===== config.mk =====
export PLATFORM = sky130hd
export DESIGN_NAME = uart_tx_arb
export DESIGN_NICKNAME = d
export VERILOG_FILES = /design/src/rtl/uart_tx_arb.sv
export SDC_FILE = /design/constraint.sdc
export NUM_CORES = 1
export LEC_CHECK = 0
export ABC_AREA = 1
export CELL_PAD_IN_SITES_DETAIL_PLACEMENT = 1
export CELL_PAD_IN_SITES_GLOBAL_PLACEMENT = 1
export CORE_ASPECT_RATIO = 1.75
export CORE_MARGIN = 1
export CORE_UTILIZATION = 29
export DETAILED_ROUTE_END_ITERATION = 10
export GPL_ROUTABILITY_DRIVEN = 0
export GPL_TIMING_DRIVEN = 0
export PLACE_DENSITY = 0.95
export SLEW_MARGIN = 20
export SYNTH_ARGS = -nofsm -noshare
export SYNTH_HDL_FRONTEND = slang
export SYNTH_SLANG_ARGS = --single-unit

===== constraint.sdc =====
create_clock -name i_clk -period 2.8 [get_ports i_clk]
set_input_delay 0.42 -clock i_clk [delete_from_list [all_inputs] [get_ports i_clk]]
set_output_delay 0.42 -clock i_clk [all_outputs]
set_load 0.005 [all_outputs]

===== src/rtl/uart_tx_arb.sv =====
// uart_tx_arb: round-robin arbiter sharing one uart transmit path among
// N_REQ byte-stream clients. A grant lasts for one burst, which ends on the
// client's last byte, after MAX_BURST bytes, or when the client drops its
// request. Bytes are forwarded to the uart only while it reports empty.
//
// Ports:
//   i_clk   system clock, rising edge
//   i_nrst  asynchronous active-low reset
//   i_req   per-client request, held while the client has bytes to send
//   i_data  per-client byte, client k at [k*WIDTH_DATA +: WIDTH_DATA]
//   i_last  per-client flag marking the final byte of a packet
//   o_gnt   registered one-hot grant
//   o_ack   one-cycle pulse to the granted client when its byte is taken
//   o_we    write strobe to uart i_we
//   o_data  byte to uart i_data (zero when no grant is held)
//   i_mty   uart o_mty; high when the uart can take a byte this cycle
module uart_tx_arb #(
  parameter int unsigned N_REQ      = 4,
  parameter int unsigned WIDTH_DATA = 8,
  parameter int unsigned MAX_BURST  = 16
) (
  input  logic                        i_clk,
  input  logic                        i_nrst,
  input  logic [N_REQ-1:0]            i_req,
  input  logic [N_REQ*WIDTH_DATA-1:0] i_data,
  input  logic [N_REQ-1:0]            i_last,
  output logic [N_REQ-1:0]            o_gnt,
  output logic [N_REQ-1:0]            o_ack,
  output logic                        o_we,
  output logic [WIDTH_DATA-1:0]       o_data,
  input  logic                        i_mty
);

  localparam int unsigned SW = (N_REQ > 1) ? $clog2(N_REQ) : 1;
  localparam int unsigned CW = (MAX_BURST > 1) ? $clog2(MAX_BURST) : 1;
  localparam logic [CW-1:0] CNT_CAP  = CW'(MAX_BURST - 1);
  localparam logic [SW-1:0] LAST_IDX = SW'(N_REQ - 1);

  typedef enum logic {IDLE, BUSY} state_t;

  state_t                state;
  logic [SW-1:0]         sel;
  logic [SW-1:0]         rr_ptr;
  logic [CW-1:0]         count;
  logic [SW-1:0]         pick;
  logic                  pick_vld;
  logic                  busy;
  logic                  sel_req;
  logic                  sel_last;
  logic [WIDTH_DATA-1:0] sel_data;
  logic [WIDTH_DATA-1:0] data_arr [N_REQ];

  always_comb begin : unpack_data
    for (int unsigned k = 0; k < N_REQ; k++) begin
      data_arr[k] = i_data[k*WIDTH_DATA +: WIDTH_DATA];
    end
  end

  // First requester at or above rr_ptr, wrapping past N_REQ-1 back to 0.
  always_comb begin : rr_search
    int unsigned idx;
    pick     = '0;
    pick_vld = 1'b0;
    idx      = 0;
    for (int unsigned k = 0; k < N_REQ; k++) begin
      idx = 32'(rr_ptr) + k;
      if (idx >= N_REQ) begin
        idx = idx - N_REQ;
      end
      if (!pick_vld && i_req[SW'(idx)]) begin
        pick     = SW'(idx);
        pick_vld = 1'b1;
      end
    end
  end

  assign busy     = (state == BUSY);
  assign sel_req  = i_req[sel];
  assign sel_last = i_last[sel];
  assign sel_data = data_arr[sel];

  assign o_we   = busy & i_mty & sel_req;
  assign o_data = busy ? sel_data : '0;

  always_comb begin : ack_decode
    o_ack = '0;
    if (o_we) begin
      o_ack[sel] = 1'b1;
    end
  end

  always_ff @(posedge i_clk or negedge i_nrst) begin
    if (!i_nrst) begin
      state  <= IDLE;
      o_gnt  <= '0;
      sel    <= '0;
      rr_ptr <= '0;
      count  <= '0;
    end else begin
      case (state)
        IDLE: begin
          if (pick_vld) begin
            state <= BUSY;
            sel   <= pick;
            o_gnt <= N_REQ'(1) << pick;
            count <= '0;
          end
        end
        BUSY: begin
          // Abort (request dropped) releases without a transfer; otherwise a
          // transfer releases on the last byte or when the burst cap is hit.
          if (!sel_req || (i_mty && (sel_last || count == CNT_CAP))) begin
            state  <= IDLE;
            o_gnt  <= '0;
            count  <= '0;
            rr_ptr <= (sel == LAST_IDX) ? '0 : sel + SW'(1);
          end else if (i_mty) begin
            count <= count + CW'(1);
          end
        end
        default: begin
          state <= IDLE;
          o_gnt <= '0;
        end
      endcase
    end
  end

endmodule


Word-level counts from Yosys, hierarchy flattened
Cells that the tools add are included.
Widths: inputs -> output; s select.
{"block": "classes", "n_addsub": 9, "n_lt_le_gt_ge": 11, "n_eq_ne": 5, "shift": 1, "n_mux": 42, "n_bitwise": 4, "reduce_logical": 15}
{"op": "$mux 4", "n": 6}
{"op": "$mux 8", "n": 3}
{"op": "$mux 2", "n": 9}
{"op": "$bmux 8 s2", "n": 1}
{"op": "$pmux 4 s2", "n": 2}
{"op": "$lt 2x3->1 const B", "n": 5}
{"op": "$mux 1", "n": 13}
{"op": "$bmux 1 s2", "n": 6}
{"op": "$ge 3x3->1 const B", "n": 4}
{"op": "$reduce_and 2->1", "n": 4}
{"op": "$sub 2x1->2 const B", "n": 4}
{"op": "$add 2x2->3 const B", "n": 2}
{"op": "$logic_and 1x1->1", "n": 5}
{"op": "$add 4x1->4 const B", "n": 1}
{"op": "$eq 4x4->1 const B", "n": 1}
{"op": "$logic_not 1->1", "n": 4}
{"op": "$shl 1x2->4 const A", "n": 1}
{"op": "$add 2x1->3 const B", "n": 1}
{"op": "$ge 2x3->1 const B", "n": 1}
{"op": "$ne 3x2->1 const B", "n": 1}
{"op": "$not 2->3", "n": 1}
{"op": "$add 2x1->2 const B", "n": 1}
{"op": "$and 1x1->1", "n": 2}
{"op": "$demux 1 s2", "n": 1}
{"op": "other kinds (7)", "n": 8}
{"block": "totals", "reg_bits": 13, "out_inout_bits": 17}

Logic depth before layout (Yosys ltp)
Gate-level depths: netlist of run 1.
{"block": "logic_depth", "ltp_word": 17, "ltp_mapped": 12, "mapped_depth_nobuf": 12}

Worst setup path before layout of run 1
No wires, ideal clock.
{"block": "synth_path", "kind": "reg2out", "startpoint": "register sel[0]", "endpoint": "output o_ack[0]", "arrival_time_ns": 1.250, "slack_ns": 1.130, "path_stages_with_launch": 8, "n_path_buf": 2, "path_cell_list": "dfrtp_1 buf_4 buf_6 o21ai_0 nand2_1 nor2_1 nand2_1 nor2_1"}
{"block": "synth_via", "elab_chain_len": 5, "word_cells_on_any_way": 9}
{"item": "start: declaration", "line_no": "42", "rtl": "logic [SW-1:0] sel;"}
{"item": "start signal: assignment", "line_no": "104", "rtl": "sel <= pick;"}
{"item": "$lt 2x3->1 (not written as such) or $ge 2x1->1 (tied branches)", "line_no": "88", "rtl": "o_ack[sel] = 1'b1;"}
{"item": "$logic_and 1x1->1 (not written as such)", "line_no": "88"}
{"item": "$mux 1 (not written as such)", "line_no": "88"}
{"item": "$demux 1 s2", "line_no": "88"}
{"item": "$mux 4 (*)", "line_no": "87", "rtl": "if (o_we) begin"}
{"item": "end: declaration", "line_no": "28", "rtl": "output logic [N_REQ-1:0] o_ack,"}
Mark *: on every way between the ends. The rest lies on a longest branch, timed or not. The select of a mux whose other input is x is not followed.

Final worst setup path of run 1
{"block": "layout_path", "startpoint": "input i_req[0]", "endpoint": "output o_ack[3]"}
{"block": "layout_via", "elab_chain_len": 4}
{"item": "start: declaration", "line_no": "24", "rtl": "input logic [N_REQ-1:0] i_req,"}
{"item": "$bmux 1 s2", "line_no": "78", "rtl": "assign sel_req = i_req[sel];"}
{"item": "$mux 1 (not written as such)", "line_no": "78"}
{"item": "$and 1x1->1", "line_no": "82", "rtl": "assign o_we = busy & i_mty & sel_req;"}
{"item": "$mux 4", "line_no": "87"}
Every way passes these cells. The select of a mux whose other input is x is not followed.

==> impl_results.md, run 1 <==
- Crit. End Element: output pin
- Placed cells: 341
- Sw Share: 52.2%
- Seq/Total Area, Yosys: 24.0%
- Clock share of power: 8.3%
- Synthesized Nets: 279
- Reg clk slew, reported paths: 0.06 ns
- F_max: 0.376 GHz
- Post-synthesis cell type count: 21
- DR WL/cell: 14.9 µm
- Share of layout cells above drive strength 1: 11.3%
- Number of flops mapped to enable cells by yosys: 0
- Die X-Extent: 53.7 µm
- Setup Skew: 0.00175 ns
- First-pass GRT wire length: 8220 µm
- Comb power frac: 75.9%
- Synth top area cells: dfrtp_1 (24%), nand2_1 (15%), nor2_1 (13%)
- Gr usage total: 22.2%
- Synth cell count leaders: nand2_1 (54), nor2_1 (48), o21ai_0 (23)
- Mapped cell area: 1360 µm²
- Residual DRC count: 0
- DR pass1 iterations: 4
- Pwr dens: 1000 nW/µm²
- Chip height: 92.4 µm
- Setup violations, final: 0
- CP Launch Point: i_req[0]
- Total CTS buffers: 3
- Pre-CTS setup slack: 0.0267 ns
- Area leader, netlist: dfrtp_1
- Internal: 0.000987 W
- Clock sink total: 13
- Final Cycle Share: 95.0%
- Post-DP Area: 2010 µm²
- Finished Cell Area: 2060 µm²
- Drt via density: 5.09
- Pwr Total: 0.00206 W
- HP Class: reg2reg
- # Max-Cap Violations: 0
- Port Buffers: 59
- Max Root-Sink Buffers: 2
- # diodes: 0
- Post-CTS setup buffers: 0
- Maximum vdd drop: 0.000415 V
- CP max FO: 5
- Vias post-DR: 1751
- Type of origin of the critical path: input pin
- Count leader, synth: nand2_1
- # rows: 32
- Req. time, crit path: 2.38 ns
- Area growth from synthesis to layout: 51.9%
- Initial Utilization: 30.5%
- Antenna violations before repair: 0
- Crit Path Class: in2out
- Ys flop type: dfrtp_1
- CTS root buf: clkbuf_8
- H-tree depth: 1
- Avg Inst Size Synth: 5.87 µm²
- Final slew viol count: 0
- CTS tree: built
- Post-route ant nets: 0
- Reg2reg start: sel[1]
- Worst hold start: o_gnt[2]
- Fillers: 596
- LEAKAGE: 0.987 nW
- Fin. Hold Viols: 0
- Nets: 342
- Status: completed
- Synth Register Bits: 13
- Crit path DAT: 2.24 ns
- Vias in the first global route: 1914
- Switching power: 0.00108 W
- Ys async rst share: 100%
- Final min period: 2.66 ns
- Core ar.: 4440 µm²
- Final WS setup: 0.140 ns
- GR Overflow Total: 0
- Worst skew pair latency: 0.25 ns
- Seq pwr share: 15.8%
- Die area: 4960 µm²
- WL final: 5130 µm
- Mapped Cells: 231
- Worst Max-Slew Pin Slew: 0.614 ns
- Pin count of the biggest net entering global routing: 14
- Max_slew headroom: 59.0%
- Finished Layout Cells: 344
- I/O pin cnt: 60
- Synth Warn #: 0
- Number of DRC markers in iteration 0: 31
- Fin util: 46.3%
- Top cell type's share of synthesized area: 24.0%
- DP HPWL: 4170 µm
area by class of cell:
class	instances	area [µm²]	area share, %
buffer	8	62.6	3.04
clock buffer	4	45.0	2.19
inverter	24	90.1	4.38
multi-input combinational	185	881	42.8
sequential	13	325	15.8
tap	51	63.8	3.10
timing repair buffer	59	591	28.7
per-layer routing:
metal	track usage (%)	share of wire, %	routed length (µm)
met1	20.0	36	1850
met2	43.4	56	2850
met3	2.46	3.5	178
met4	12.3	4.9	251
met5	0	0	0
power groups by stage:
stage               Sequential (W)  Combinational, W  Clock, W
floorplan                 0.000313          0.000993         0
global placement          0.000325           0.00148         0
detailed placement        0.000328           0.00156         0
CTS                       0.000327           0.00157  0.000175
global route              0.000338           0.00176  0.000185
finish                    0.000325           0.00156  0.000172
cells in the final DEF (no fill, tap or decap), drive strengths merged:
cell type       n
a31oi           1
nand4           5
nand2          66
dfrtp          13
o21ai          27
clkdlybuf4s50  59
clkbuf          7
a21oi          11
nor2           51
xor2            1
inv            24
nand3          18
buf             5
ha              5
cells by family after synthesis:
group | Yosys count | share of synthesized area (%)
and+or+nand+nor | 140 | 44.9
DFF | 13 | 24.0
buffers and inverters | 33 | 11.4
adders and majority gates | 5 | 4.62
AOI/OAI and AO/OA | 39 | 14.5
xor gates and xnor gates | 1 | 0.646
critical path, cell delays in order:
cell and delay, ns:
clkdlybuf4s50_1 0.49, inv_1 0.08, o21ai_0 0.16, nand2_1 0.13
nor2_2 0.18, nand2_2 0.13, nor2_1 0.12, clkdlybuf4s50_1 0.52
stage by stage:
step	hold WS (ns)	setup TNS, ns
after floorplan	0.124	0
final	0.514	0
after CTS	0.520	0
after global placement	0.498	0
after global routing	0.550	-0.00308
after detailed placement	0.505	0
worst paths after layout:
kind                            cells after the start  slack [ns]   endpoint
max in group asynchronous                           1        1.85   count[0]
worst max-delay path                                8        0.14   o_ack[3]
worst min-delay path                                2        0.51   o_gnt[2]
min in group asynchronous                           1        0.56   count[1]
worst max register to register                      9        1.11  rr_ptr[1]
worst min register to register                      2        0.51   o_gnt[2]
sequential cells by signal, indices dropped and copies added, names as in the netlist:
signal  cells
busy        1
sel         2
rr_ptr      2
o_gnt       4
count       4
what timing repair did:
item	4_1_cts	5_1_grt
hold buffers	0	0
resized for setup	0	5
endpoints found under the setup margin	0	6
Note: power is estimated with default switching activity, not from simulation.
==> run 2: changes to the inputs <==
--- a/config.mk
+++ b/config.mk
@@ -9,8 +9,9 @@
 export CELL_PAD_IN_SITES_DETAIL_PLACEMENT = 1
 export CELL_PAD_IN_SITES_GLOBAL_PLACEMENT = 1
 export CORE_ASPECT_RATIO = 1.75
-export CORE_MARGIN = 1
+export CORE_MARGIN = 2
 export CORE_UTILIZATION = 29
+export CTS_CLUSTER_SIZE = 12
 export DETAILED_ROUTE_END_ITERATION = 10
 export GPL_ROUTABILITY_DRIVEN = 0
 export GPL_TIMING_DRIVEN = 0
==> run 2 against run 1 <==
Maximum frequency increased by 2.2%; sequential power is essentially flat; die area up 6.0%; largest cell class unchanged; critical path type unchanged.
==> impl_results.md, run 2 (synthesized netlist as in run 1, its figures left out) <==
- Post-route ant nets: 0 (unchanged)
- Area growth from synthesis to layout: 51.7%
- Final Cycle Share: 93.0% (-2.0 points)
- Status: completed
- Die area: 5260 µm² (+6.0%)
- RSZ-0062 raised after global routing: false
- Max layer used: met4
- Post-DP Area: 2010 µm² (unchanged)
- Max_slew headroom: 56.4% (-2.5 points)
- Reg clk slew, reported paths: 0.05 ns (about the same)
- Crit path DAT: 2.18 ns (-0.06 ns)
- WL final: 5170 µm (+0.80%)
- Residual DRC count: 0 (unchanged)
- Total CTS buffers: 3 (unchanged)
- Slowest cell on the critical path: clkdlybuf4s50_1
- I/O pin cnt: 60 (unchanged)
- DR WL/cell: 15.0 µm (+0.80%)
- CTS tree: built
- Crit Path Class: in2out
- F_max: 0.384 GHz (+2.2%)
- Pin count of the biggest net entering global routing: 14 (unchanged)
- # diodes: 0 (unchanged)
- Placed cells: 341 (unchanged)
- Setup violations, final: 0 (unchanged)
- DP HPWL: 4170 µm (-0.13%)
- Met2 wire len: 2930 µm (+2.7%)
- Core ar.: 4440 µm² (unchanged)
- Die X-Extent: 55.7 µm (+3.7%)
- Finished Cell Area: 2060 µm² (-0.12%)
- GR Overflow Total: 0 (unchanged)
- Post-Route M1 WL: 1950 µm (+5.1%)
- LEAKAGE: 0.987 nW (about the same)
- Type of origin of the critical path: input pin
- Most frequent cells in the layout: clkdlybuf4s50_1 (59), nand2_1 (53), nor2_1 (47)
- Fin. Hold Viols: 0 (unchanged)
- Chip height: 94.4 µm (+2.2%)
- First-pass GRT wire length: 8710 µm (+6.0%)
- Final min period: 2.60 ns (-0.0568 ns)
- H-tree depth: 1 (unchanged)
- Fin util: 46.3% (-0.056 points)
- # Max-Cap Violations: 0 (unchanged)
- Post-CTS setup buffers: 0 (unchanged)
- CP cell instances: clkdlybuf4s50_1 > inv_1 > o21ai_0 > nand2_1 > nor2_2 > nand2_2 > nor2_1 > clkdlybuf4s50_1
- Worst skew pair latency: 0.24 ns (about the same)
- DR pass1 iterations: 4 (unchanged)
- Vias post-DR: 1709 (-2.4%)
- Crit-path most repeated cell: clkdlybuf4s50_1
- Clock sink total: 13 (unchanged)
- # rows: 32 (unchanged)
- Finished Layout Cells: 344 (unchanged)
- Register area: 325 µm² (unchanged)
- TNS Setup: 0 ns (unchanged)
- Pwr dens: 1000 nW/µm² (about the same)
- Drt via density: 4.97 (-2.4%)
- Crit-path max cell delay: 0.52 ns (about the same)
- Antenna violations before repair: 0 (unchanged)
- CP max FO: 5 (unchanged)
- CTS root buf: clkbuf_8
- Port Buffers: 59 (unchanged)
- Nets: 342 (unchanged)
- Final slew viol count: 0 (unchanged)
- Share of layout cells above drive strength 1: 11.3% (unchanged)
- Req. time, crit path: 2.38 ns (about the same)
- Most common cell after layout, fill and taps aside: clkdlybuf4s50_1
- Met3 WL: 179 µm (+0.56%)
- HP Class: reg2reg
- Initial Utilization: 30.5% (unchanged)
- Setup Skew: 0.00162 ns (-0.000128 ns)
- Vias in the first global route: 1924 (+0.52%)
- Gr usage total: 20.6% (-1.6 points)
- Max Root-Sink Buffers: 2 (unchanged)
- Crit. End Element: output pin
- Number of DRC markers in iteration 0: 33 (+6.5%)
- Multi-input gate area: 881 µm² (unchanged)
- Fillers: 604 (+1.3%)
- Top flop regs: count x4, o_gnt x4
- Worst Max-Slew Pin Slew: 0.652 ns (+0.0381 ns)
- Maximum vdd drop: 0.000443 V (+6.9%)
run 2: worst max-delay path: cells and delay by family:
family	cells	cell delay (ns)
buffers and inverters	3	1.10
and+or+nand+nor	4	0.50
AOI/OAI and AO/OA	1	0.16
run 2: stage by stage:
step | worst slack, ns | total power, W | hold WS (ns)
after detailed placement | 0.0960 | 0.00189 | 0.496
after floorplan | 1.13 | 0.00131 | 0.124
after CTS | 0.0747 | 0.00207 | 0.516
final | 0.197 | 0.00206 | 0.511
after global placement | 0.142 | 0.00181 | 0.503
after global routing | 0.0428 | 0.00228 | 0.554
run 2: final cells by class:
class,count,share of cell area [%]
Tap cell,51,3.10
Sequential cell,13,15.8
Clock buffer,4,2.19
Multi-Input combinational cell,185,42.8
Inverter,24,4.38
Timing Repair Buffer,59,28.7
Buffer,8,2.92
run 2: what timing repair did:
| action | CTS | global route |
|---|---|---|
| endpoints found under the hold margin | 0 | 0 |
| setup endpoints to repair | 0 | 11 |
| hold buffers | 0 | 0 |
| resized for setup | 0 | 4 |
run 2: worst paths after layout:
path | start | endpoint | slack [ns] | cells past startpoint
worst max-delay path | i_req[0] | o_ack[2] | 0.20 | 8
worst min-delay path | o_gnt[3] | o_gnt[3] | 0.51 | 2
worst max register to register | sel[1] | rr_ptr[1] | 1.09 | 9
worst min register to register | o_gnt[3] | o_gnt[3] | 0.51 | 2
max in group asynchronous | i_nrst | count[0] | 1.80 | 1
min in group asynchronous | i_nrst | count[2] | 0.58 | 1
run 2: power breakdown:
part           internal (W)  switching, W  leakage [nW]
Combinational      0.000626      0.000941         0.796
Clock              0.000101     0.0000664        0.0228
Sequential         0.000257     0.0000700         0.167
run 2: per-layer routing:
metal,vias to the layer above,GRT usage (%)
li1,862,-
met5,-,0
met4,0,6.91
met2,48,43.9
met1,788,19.8
met3,11,1.64
